$ cat config.mk
export PLATFORM = sky130hd
export DESIGN_NAME = cpu_datapath_flat
export DESIGN_NICKNAME = d
export VERILOG_FILES = /design/src/rtl/cpu_datapath_pkg.sv /design/src/rtl/cpu_datapath_if.sv /design/src/rtl/cpu_datapath_reg.sv /design/src/rtl/cpu_datapath.sv /design/src/flat_wrapper.sv
export SDC_FILE = /design/constraint.sdc
export NUM_CORES = 1
export LEC_CHECK = 0
export BUFFER_PORTS_ARGS = -buffer_cell sky130_fd_sc_hd__buf_4
export CELL_PAD_IN_SITES_DETAIL_PLACEMENT = 1
export CELL_PAD_IN_SITES_GLOBAL_PLACEMENT = 2
export CORE_MARGIN = 1
export CORE_UTILIZATION = 38
export DETAILED_ROUTE_END_ITERATION = 8
export PLACE_DENSITY_LB_ADDON = 0.1
export SYNTH_ARGS = -nofsm -noshare
export SYNTH_HDL_FRONTEND = slang
export SYNTH_HIERARCHICAL = 1
export SYNTH_SLANG_ARGS = --single-unit
$ cat constraint.sdc
create_clock -name clk -period 3.4 [get_ports clk]
set_input_delay 0 -clock clk [delete_from_list [all_inputs] [get_ports clk]]
set_output_delay 0 -clock clk [all_outputs]
set_load 0.01 [all_outputs]
$ cat src/rtl/cpu_datapath_pkg.sv
// Shared definitions for the SAP datapath: widths, control-bit positions,
// the control-word struct, opcodes and a small helper.
package cpu_datapath_pkg;

  localparam int unsigned DATA_W = 8;
  localparam int unsigned ADDR_W = 4;
  localparam int unsigned CTRL_W = 15;
  localparam int unsigned OPC_W  = 4;

  // Control-word bit positions, shared with cpu_control
  localparam int unsigned BIT_EP = 0;
  localparam int unsigned BIT_LM = 1;
  localparam int unsigned BIT_C  = 2;
  localparam int unsigned BIT_LI = 3;
  localparam int unsigned BIT_EM = 4;
  localparam int unsigned BIT_LA = 5;
  localparam int unsigned BIT_LB = 6;
  localparam int unsigned BIT_LC = 7;
  localparam int unsigned BIT_LD = 8;
  localparam int unsigned BIT_EA = 9;
  localparam int unsigned BIT_EB = 10;
  localparam int unsigned BIT_ES = 11;
  localparam int unsigned BIT_LO = 12;
  localparam int unsigned BIT_EI = 13;
  localparam int unsigned BIT_LP = 14;

  // Single-bit masks for composing control words
  localparam logic [CTRL_W-1:0] CTRL_EP = CTRL_W'(1) << BIT_EP;
  localparam logic [CTRL_W-1:0] CTRL_LM = CTRL_W'(1) << BIT_LM;
  localparam logic [CTRL_W-1:0] CTRL_C  = CTRL_W'(1) << BIT_C;
  localparam logic [CTRL_W-1:0] CTRL_LI = CTRL_W'(1) << BIT_LI;
  localparam logic [CTRL_W-1:0] CTRL_EM = CTRL_W'(1) << BIT_EM;
  localparam logic [CTRL_W-1:0] CTRL_LA = CTRL_W'(1) << BIT_LA;
  localparam logic [CTRL_W-1:0] CTRL_LB = CTRL_W'(1) << BIT_LB;
  localparam logic [CTRL_W-1:0] CTRL_LC = CTRL_W'(1) << BIT_LC;
  localparam logic [CTRL_W-1:0] CTRL_LD = CTRL_W'(1) << BIT_LD;
  localparam logic [CTRL_W-1:0] CTRL_EA = CTRL_W'(1) << BIT_EA;
  localparam logic [CTRL_W-1:0] CTRL_EB = CTRL_W'(1) << BIT_EB;
  localparam logic [CTRL_W-1:0] CTRL_ES = CTRL_W'(1) << BIT_ES;
  localparam logic [CTRL_W-1:0] CTRL_LO = CTRL_W'(1) << BIT_LO;
  localparam logic [CTRL_W-1:0] CTRL_EI = CTRL_W'(1) << BIT_EI;
  localparam logic [CTRL_W-1:0] CTRL_LP = CTRL_W'(1) << BIT_LP;

  // Control word as a struct; member order matches the bit positions (ep = bit 0)
  typedef struct packed {
    logic lp;
    logic ei;
    logic lo;
    logic es;
    logic eb;
    logic ea;
    logic ld;
    logic lc;
    logic lb;
    logic la;
    logic em;
    logic li;
    logic c;
    logic lm;
    logic ep;
  } ctrl_t;

  typedef enum logic [OPC_W-1:0] {
    OP_LDA = 4'h0,
    OP_ADD = 4'h1,
    OP_SUB = 4'h2,
    OP_OUT = 4'hE,
    OP_HLT = 4'hF
  } opcode_e;

  // True when two or more bits of v are set
  function automatic logic multi_hot6(input logic [5:0] v);
    return (v & (v - 6'd1)) != 6'd0;
  endfunction

endpackage

$ cat src/rtl/cpu_datapath_if.sv
// Control/memory/status bundle between cpu_control (master) and cpu_datapath (slave).
//   control_lines : control word into the datapath
//   mem_addr/mem_rdata : program-memory address out, combinational read data in
//   bus_out, reg_ir, flag_lines, out_reg, bus_conflict : status back to control/system
interface cpu_datapath_if
  import cpu_datapath_pkg::*;
#(
  parameter int unsigned WIDTH = DATA_W,
  parameter int unsigned AW    = ADDR_W
);
  logic [CTRL_W-1:0] control_lines;
  logic [AW-1:0]     mem_addr;
  logic [WIDTH-1:0]  mem_rdata;
  logic [WIDTH-1:0]  bus_out;
  logic [OPC_W-1:0]  reg_ir;
  logic [1:0]        flag_lines;
  logic [WIDTH-1:0]  out_reg;
  logic              bus_conflict;

  modport master (
    output control_lines, mem_rdata,
    input  mem_addr, bus_out, reg_ir, flag_lines, out_reg, bus_conflict
  );

  modport slave (
    input  control_lines, mem_rdata,
    output mem_addr, bus_out, reg_ir, flag_lines, out_reg, bus_conflict
  );
endinterface

$ cat src/rtl/cpu_datapath_reg.sv
// Generic datapath register: load enable, async active-low clear, optional +1.
//   clk, rst : clock and async active-low clear
//   ld, d    : load d on the rising edge (load beats increment)
//   inc      : increment when INC is set and ld is low
//   q        : register contents
module cpu_datapath_reg #(
  parameter int unsigned W   = 8,
  parameter bit          INC = 1'b0
) (
  input  logic         clk,
  input  logic         rst,
  input  logic         ld,
  input  logic         inc,
  input  logic [W-1:0] d,
  output logic [W-1:0] q
);

  always_ff @(posedge clk or negedge rst) begin
    if (!rst) begin
      q <= '0;
    end else if (ld) begin
      q <= d;
    end else if (INC && inc) begin
      q <= q + W'(1);
    end
  end

endmodule

$ cat src/rtl/cpu_datapath.sv
// SAP register/bus datapath: PC, MAR, IR, A-D, adder, flags and output register
// around one shared bus.
//   clk, rst : clock, async active-low reset
//   dp       : control word and memory data in; memory address, bus value,
//              opcode, flags, output register and bus-conflict status out
module cpu_datapath
  import cpu_datapath_pkg::*;
#(
  parameter int unsigned WIDTH = DATA_W,
  parameter int unsigned AW    = ADDR_W
) (
  input  logic           clk,
  input  logic           rst,
  cpu_datapath_if.slave  dp
);

  ctrl_t            cw;
  logic [WIDTH-1:0] bus;
  logic [WIDTH:0]   sum;
  logic [5:0]       drv;

  logic [AW-1:0]    pc_q;
  logic [AW-1:0]    mar_q;
  logic [WIDTH-1:0] ir_q;
  logic [WIDTH-1:0] a_q;
  logic [WIDTH-1:0] b_q;
  logic [WIDTH-1:0] c_q;
  logic [WIDTH-1:0] d_q;
  logic [WIDTH-1:0] out_q;
  logic             carry_q;
  logic             zero_q;
  logic             unused_cd;

  assign cw  = ctrl_t'(dp.control_lines);
  assign sum = {1'b0, a_q} + {1'b0, b_q};

  // Bus mux, fixed priority EP > EM > EI > ES > EA > EB
  always_comb begin
    bus = '0;
    if (cw.ep) begin
      bus = WIDTH'(pc_q);
    end else if (cw.em) begin
      bus = dp.mem_rdata;
    end else if (cw.ei) begin
      bus = WIDTH'(ir_q[AW-1:0]);
    end else if (cw.es) begin
      bus = sum[WIDTH-1:0];
    end else if (cw.ea) begin
      bus = a_q;
    end else if (cw.eb) begin
      bus = b_q;
    end
  end

  assign drv = {cw.ep, cw.em, cw.ei, cw.es, cw.ea, cw.eb};

  // PC: LP load takes precedence over C increment
  cpu_datapath_reg #(.W(AW), .INC(1'b1)) u_pc (
    .clk(clk), .rst(rst), .ld(cw.lp), .inc(cw.c), .d(bus[AW-1:0]), .q(pc_q)
  );

  cpu_datapath_reg #(.W(AW)) u_mar (
    .clk(clk), .rst(rst), .ld(cw.lm), .inc(1'b0), .d(bus[AW-1:0]), .q(mar_q)
  );

  cpu_datapath_reg #(.W(WIDTH)) u_ir (
    .clk(clk), .rst(rst), .ld(cw.li), .inc(1'b0), .d(bus), .q(ir_q)
  );

  cpu_datapath_reg #(.W(WIDTH)) u_a (
    .clk(clk), .rst(rst), .ld(cw.la), .inc(1'b0), .d(bus), .q(a_q)
  );

  cpu_datapath_reg #(.W(WIDTH)) u_b (
    .clk(clk), .rst(rst), .ld(cw.lb), .inc(1'b0), .d(bus), .q(b_q)
  );

  cpu_datapath_reg #(.W(WIDTH)) u_c (
    .clk(clk), .rst(rst), .ld(cw.lc), .inc(1'b0), .d(bus), .q(c_q)
  );

  cpu_datapath_reg #(.W(WIDTH)) u_d (
    .clk(clk), .rst(rst), .ld(cw.ld), .inc(1'b0), .d(bus), .q(d_q)
  );

  cpu_datapath_reg #(.W(WIDTH)) u_out (
    .clk(clk), .rst(rst), .ld(cw.lo), .inc(1'b0), .d(bus), .q(out_q)
  );

  // C and D have no bus driver in this machine; they are architectural state only
  assign unused_cd = ^{c_q, d_q};

  // Flags capture the adder result only on an ES edge
  always_ff @(posedge clk or negedge rst) begin
    if (!rst) begin
      carry_q <= 1'b0;
      zero_q  <= 1'b0;
    end else if (cw.es) begin
      carry_q <= sum[WIDTH];
      zero_q  <= (sum[WIDTH-1:0] == '0);
    end
  end

  assign dp.mem_addr     = mar_q;
  assign dp.bus_out      = bus;
  assign dp.bus_conflict = multi_hot6(drv);
  assign dp.reg_ir       = ir_q[WIDTH-1:WIDTH-OPC_W];
  assign dp.flag_lines   = {zero_q, carry_q};
  assign dp.out_reg      = out_q;

endmodule

$ cat src/flat_wrapper.sv
// flat-port wrapper written by rule: the top's interface ports become plain ports
module cpu_datapath_flat import cpu_datapath_pkg::*;
#(
  parameter int unsigned WIDTH = DATA_W,
  parameter int unsigned AW    = ADDR_W
)
  (clk, rst, dp_control_lines, dp_mem_rdata, dp_mem_addr, dp_bus_out, dp_reg_ir, dp_flag_lines, dp_out_reg, dp_bus_conflict);
  cpu_datapath_if #(.WIDTH(WIDTH), .AW(AW)) dp_i ();
  input  logic clk;
  input  logic rst;
  input wire logic [$bits(dp_i.control_lines)-1:0] dp_control_lines;
  input wire logic [$bits(dp_i.mem_rdata)-1:0] dp_mem_rdata;
  output wire logic [$bits(dp_i.mem_addr)-1:0] dp_mem_addr;
  output wire logic [$bits(dp_i.bus_out)-1:0] dp_bus_out;
  output wire logic [$bits(dp_i.reg_ir)-1:0] dp_reg_ir;
  output wire logic [$bits(dp_i.flag_lines)-1:0] dp_flag_lines;
  output wire logic [$bits(dp_i.out_reg)-1:0] dp_out_reg;
  output wire logic [$bits(dp_i.bus_conflict)-1:0] dp_bus_conflict;
  assign dp_i.control_lines = dp_control_lines;
  assign dp_i.mem_rdata = dp_mem_rdata;
  assign dp_mem_addr = dp_i.mem_addr;
  assign dp_bus_out = dp_i.bus_out;
  assign dp_reg_ir = dp_i.reg_ir;
  assign dp_flag_lines = dp_i.flag_lines;
  assign dp_out_reg = dp_i.out_reg;
  assign dp_bus_conflict = dp_i.bus_conflict;
  cpu_datapath #(.WIDTH(WIDTH), .AW(AW)) u_core (.clk(clk), .rst(rst), .dp(dp_i));
endmodule
==> results.tsv, run 1 <==
metric	value	unit
outcome	completed	
hold buffers post-CTS	3	
first-pass GRT wire length	9780	um
Finish-stage setup viols	0	
CP peak stage delay	0.41	ns
minimum clock period	2.74	ns
area of the multi-input gates	0.00131	mm^2
switching power	0.535	mW
crit-path max FO	5	
crit path buf inv count	2	
total CTS buffers	5	
starting density of the core	40.5	%
Net Count, Synth	244	
vias in the first global route	1867	
post-CTS sizing	0	
Critical-path top delay cell	fa_1	
clock skew	0.00661	ns
routed len/inst	18.4	um
cells along the critical path	ha_1 -> inv_1 -> fa_1 -> nor2b_1 -> o211ai_1 -> a21oi_1 -> xor2_1 -> o21a_1 -> buf_4	
clock sink total	42	
Die Y	82.6	um
CORE AREA	0.00610	mm^2
share of cells above drive strength 1	38.0	%
H-tree depth	2	
Slew HR	34.1	%
GRT Overall Usage	19.6	%
Clock power frac	27.7	%
Layout Area Growth over Synthesis	22.3	%
Internal	1.19	mW
post-route ant nets	0	
synthesized area per cell	11.8	um^2
final wirelength	6120	um
DIE WIDTH	82.6	um
cell family with most CP delay	compound AO/OA/AOI/OAI gates	
setup bufs post-CTS	0	
worst slew pin tran	0.989	ns
Max Clk Rate	365	MHz
synthesized area	0.00247	mm^2
Port Buffers	49	
Ports	52	
Combinational Power Share	33.7	%
critical path endpoint category	output port	
r2r setup slk	0.86	ns
leakage dissipation	1.47	nW
Setup TNS Final	0	ns
register area	0.00105	mm^2
register share of total power	38.6	%
row count	28	
maximum clock insertion buffer count	2	
Placement Cell Area	0.00285	mm^2
post-route cell area	0.00302	mm^2
FILL cells	666	
Final #Nets	292	
final worst-path cycle share	80.6	%
Via-to-Cell Ratio	5.27	
critical path arrival	2.74	ns
Peak VDD IR	0.264	mV
Root Buffer	clkbuf_8	
DRT Pass-1 Iters	4	
Max Slew Vio Count	0	
largest net degree at the start of global routing	43	
CTS clock-pin slew for the worst setup and hold paths	0.09	ns
critical path class	flop to output port	
TritonCTS clock tree	yes	
Worst-Skew Late Latency	0.29	ns
Worst Hold Class	input pin to flop	
sw frac	31.0	%
DRC	0	
max cap viols	0	
Die ar.	0.00682	mm^2
critical path launch point type	flop	
routability cong.	0.798	
Ys Warns	6	
final hold vios	0	
RSZ-0062 raised after global routing	no	
Pwr Density	572	mW/mm^2
Synth Instances	209	
gr ovfl total	0	
Antenna diodes	0	
via count	1755	
dpl hpwl	4420	um
initial antenna violation count	0	
Critical Path RT	3.40	ns
First DRT Iteration DRCs	43	
## stage by stage
step	util, %	hold slack (ns)	cells	total power [mW]	setup slack [ns]
after floorplan	-	-0.296	209	1.06	1.11
after global placement	46.7	0.0253	322	1.24	0.857
after detailed placement	46.7	0.0324	322	1.26	0.850
after CTS	49.5	0.0393	333	1.75	0.608
after global routing	49.5	0.0789	333	1.83	0.491
final	49.5	0.0564	333	1.73	0.659
## state kept, by name (all words and copies together), names as in the netlist
name / flops
u_core/u_a/q: 8
u_core/u_out/q: 8
u_core/u_b/q: 8
u_core/u_pc/q: 4
u_core/u_ir/q: 8
u_core/zero_q: 1
u_core/u_mar/q: 4
u_core/carry_q: 1
## final timing paths
kind / start / end / depth (start not counted)
max: u_core/u_a/q[0]$_DFFE_PN0P_ / dp_bus_out[6] / 9
min: dp_control_lines[2] / u_core/u_pc/q[0]$_DFFE_PN0P_ / 3
max reg2reg: u_core/u_a/q[0]$_DFFE_PN0P_ / u_core/u_b/q[6]$_DFFE_PN0P_ / 9
max in group asynchronous: rst / u_core/u_b/q[2]$_DFFE_PN0P_ / 2
min reg2reg: u_core/u_mar/q[2]$_DFFE_PN0P_ / u_core/u_mar/q[2]$_DFFE_PN0P_ / 1
min in group asynchronous: rst / u_core/carry_q$_DFFE_PN0P_ / 2
## layout make-up
type,instances,share of cell area (%)
flip-flops and latches,42,34.8
repair buffers,52,13.2
multi-input cells,149,43.4
clock buffers,5,2.28
well taps,75,3.11
inverters,7,0.871
clock inverters,3,2.28
## per-layer routing
layer	up-vias	track usage, %	part of all wire [%]
li1	850	-	-
met5	-	0	0
met2	42	31.8	47
met4	0	3.62	0
met3	0	4.07	4.3
met1	863	27.2	49
## worst reg2reg max path, stage by stage (launching register included)
cell and delay, ns:
dfrtp_1 0.40, ha_1 0.21, inv_1 0.06, fa_1 0.41, nor2b_1 0.18, o211ai_1 0.13
a21oi_1 0.23, xor2_1 0.34, o21a_1 0.32, mux2_4 0.20
## power by group through the flow
| stage | logic [mW] | registers, mW | clock network, mW |
|---|---|---|---|
| 6_report | 0.582 | 0.666 | 0.478 |
| 5_1_grt | 0.640 | 0.681 | 0.513 |
| 4_1_cts | 0.591 | 0.666 | 0.495 |
| 3_5_place_dp | 0.582 | 0.673 | 0 |
| 3_3_place_gp | 0.574 | 0.670 | 0 |
| 2_1_floorplan | 0.386 | 0.670 | 0 |
## placed cells by master (no fill, tap or decap), types with 4 or more instances in the layout
master and count:
a21oi_1 13, xnor2_1 6, buf_4 49, o21ai_0 9, inv_1 7, a221oi_1 4, ha_1 9, clkbuf_8 5
nand2_1 20, dfrtp_1 42, nor2_1 9, mux2_2 5, nor2b_1 4, mux2_4 32
Power figures use the tool's default switching activity.
==> run 2: changes to the inputs <==
Settings changed: ABC_AREA set to 1, CORE_UTILIZATION 38 to 27.
Clock period 3.4 ns to 2.5 ns, I/O delays scaled along.
==> run 2 against run 1 <==
Design area is 7.6% higher; largest cell class unchanged; core utilization is 14 points lower; via count is 39% higher.
==> results.tsv, run 2 <==
metric	value	unit	change
DRC	0		unchanged
final wirelength	7410	um	was 6120 um
Ys Warns	6		unchanged
initial antenna violation count	0		unchanged
synthesized area	0.00255	mm^2	was 0.00247 mm^2
worst slew pin tran	0.559	ns	was 0.989 ns
Ports	52		unchanged
Die ar.	0.00983	mm^2	was 0.00682 mm^2
Finish-stage setup viols	0		unchanged
First DRT Iteration DRCs	57		was 43
GRT Overall Usage	16.7	%	was 19.6%
Pwr Density	644	mW/mm^2	was 572 mW/mm^2
Layout Area Growth over Synthesis	27.5	%	was 22.3%
commonest non-fill, non-tap cell in the layout	nand2_1		was buf_4
Worst-Skew Late Latency	0.30	ns	was 0.29 ns
Worst Hold Class	input pin to flop		unchanged
minimum clock period	2.32	ns	
Port Buffers	49		unchanged
crit-path max FO	6		was 5
Antenna diodes	0		unchanged
max cap viols	0		unchanged
final hold vios	0		unchanged
Setup TNS Final	0	ns	unchanged
leakage dissipation	1.78	nW	was 1.47 nW
share of cells above drive strength 1	19.5	%	was 38.0%
routability cong.	0.737		was 0.798
critical path class	flop to output port		unchanged
TritonCTS clock tree	yes		unchanged
Slew HR	62.7	%	was 34.1%
WHS	0.0298	ns	was 0.0564 ns
starting density of the core	27.7	%	was 40.5%
Critical Path RT	2.50	ns	was 3.40 ns
Die Y	99.1	um	was 82.6 um
critical path endpoint category	output port		unchanged
Net Count, Synth	390		was 244
Peak VDD IR	0.319	mV	was 0.264 mV
placed insts	510		was 322
clock sink total	42		unchanged
cells along the critical path	ha_1 -> inv_1 -> nand2_1 -> nand3_1 -> nand3_1 -> a21boi_0 -> o21ai_0 -> buf_4 -> buf_4		was ha_1 -> inv_1 -> fa_1 -> nor2b_1 -> o211ai_1 -> a21oi_1 -> xor2_1 -> o21a_1 -> buf_4
total CTS buffers	5		unchanged
H-tree depth	2		unchanged
outcome	completed		unchanged
Final #Nets	449		was 292
critical path launch point type	flop		unchanged
synthesized area per cell	7.18	um^2	was 11.8 um^2
DRT Pass-1 Iters	4		unchanged
final worst-path cycle share	92.7	%	
Max Clk Rate	431	MHz	
gr ovfl total	0		unchanged
Via-to-Cell Ratio	4.63		was 5.27
largest net degree at the start of global routing	43		unchanged
cell family with most CP delay	buffers and inverters		was compound AO/OA/AOI/OAI gates
crit path buf inv count	3		was 2
post-route ant nets	0		unchanged
maximum clock insertion buffer count	2		unchanged
routed len/inst	14.1	um	was 18.4 um
CTS clock-pin slew for the worst setup and hold paths	0.09	ns	about the same
Max Slew Vio Count	0		unchanged
CORE AREA	0.00920	mm^2	was 0.00610 mm^2
commonest non-fill, non-tap cells in the layout	nand2_1 (172), buf_4 (56), dfrtp_1 (42), inv_1 (30), nand3_1 (15)		was buf_4 (49), dfrtp_1 (42), mux2_4 (32), nand2_1 (20), a21oi_1 (13)
Power, Total	2.09	mW	was 1.73 mW
RSZ-0062 raised after global routing	no		unchanged
row count	35		was 28
CP peak stage delay	0.41	ns	about the same
Root Buffer	clkbuf_8		unchanged
dpl hpwl	5870	um	was 4420 um
Layout Cells excl Fill	526		was 333
Synth Instances	355		was 209
DIE WIDTH	99.1	um	was 82.6 um
via count	2435		was 1755
critical path arrival	2.32	ns	was 2.74 ns
first-pass GRT wire length	13100	um	was 9780 um
clock skew	0.0121	ns	was 0.00661 ns
Critical-path top delay cell	dfrtp_1		was fa_1
vias in the first global route	2622		was 1867
-- run 2: cell count changes in the layout (fill, tap and decap cells not counted), moves of 4 or more --
cell / previous run / this run
mux2_4: 32 / 0
inv_2: 0 / 5
buf_4: 49 / 56
xnor2_1: 6 / 1
mux2_2: 5 / 0
dlygate4sd3_1: 3 / 7
nand2_1: 20 / 172
nor2_1: 9 / 14
inv_1: 7 / 30
nand4_1: 1 / 5
nor2b_1: 4 / 0
a21oi_2: 0 / 4
nand3_1: 0 / 15
-- run 2: area by class of cell --
type	instances	area (um^2)
clock inverters	3	68.8
well taps	111	139
flip-flops and latches	42	1050
fillers	1153	5950
clock buffers	5	68.8
multi-input cells	267	1300
inverters	35	131
repair buffers	63	490
-- run 2: final timing paths --
path / from / end / slack, ns / cells past startpoint
min in group asynchronous: rst / u_core/u_a/q[7]$_DFFE_PN0P_ / 0.23 / 2
max: u_core/u_b/q[2]$_DFFE_PN0P_ / dp_bus_out[3] / 0.18 / 9
min: dp_control_lines[2] / u_core/u_pc/q[1]$_DFFE_PN0P_ / 0.03 / 4
max reg2reg: u_core/u_b/q[0]$_DFFE_PN0P_ / u_core/u_ir/q[4]$_DFFE_PN0P_ / 0.40 / 13
min reg2reg: u_core/u_mar/q[0]$_DFFE_PN0P_ / u_core/u_mar/q[0]$_DFFE_PN0P_ / 0.49 / 2
max in group asynchronous: rst / u_core/u_a/q[2]$_DFFE_PN0P_ / 1.88 / 2
-- run 2: power by group --
group	internal (mW)	total (mW)	leakage, nW	switching [mW]
logic	0.252	0.599	1.17	0.347
clock network	0.400	0.655	0.0683	0.255
registers	0.764	0.838	0.535	0.0745
total	1.42	2.09	1.78	0.676
-- run 2: repair_timing --
action / in CTS / in global routing
gates resized for setup: 0 / 4
setup buffers: 0 / 1
endpoints found under the hold margin: 80 / 0
hold buffers: 7 / 0
endpoints found under the setup margin: 0 / 3
-- run 2: stage by stage --
step / utilization, % / setup slack, ns / instance area [um^2]
3_5_place_dp: 32.8 / 0.320 / 3010
5_1_grt: 35.3 / 0.0177 / 3250
2_1_floorplan: - / 0.462 / 2550
4_1_cts: 35.0 / 0.0379 / 3220
6_report: 35.3 / 0.182 / 3250
3_3_place_gp: 32.8 / 0.352 / 3010
-- run 2: worst reg2reg max path, cell delays in order (launching register included) --
cell and delay [ns]:
dfrtp_1 0.39, ha_1 0.22, inv_1 0.07, fa_1 0.38
inv_1 0.11, nand2_1 0.08, nand2_1 0.06, nand2_1 0.05
nand2_1 0.08, o21ai_0 0.11, a21oi_2 0.26, buf_4 0.15
nand2_1 0.04, nand2_1 0.06
-- run 2: routing by layer --
| metal | vias to the layer above | wire length [um] | global-route usage, % |
|---|---|---|---|
| met5 | - | 0 | 0 |
| met4 | 0 | 63 | 3.39 |
| met3 | 6 | 202 | 2.81 |
| met2 | 27 | 3570 | 29.3 |
| met1 | 1161 | 3570 | 21.9 |
| li1 | 1241 | - | - |
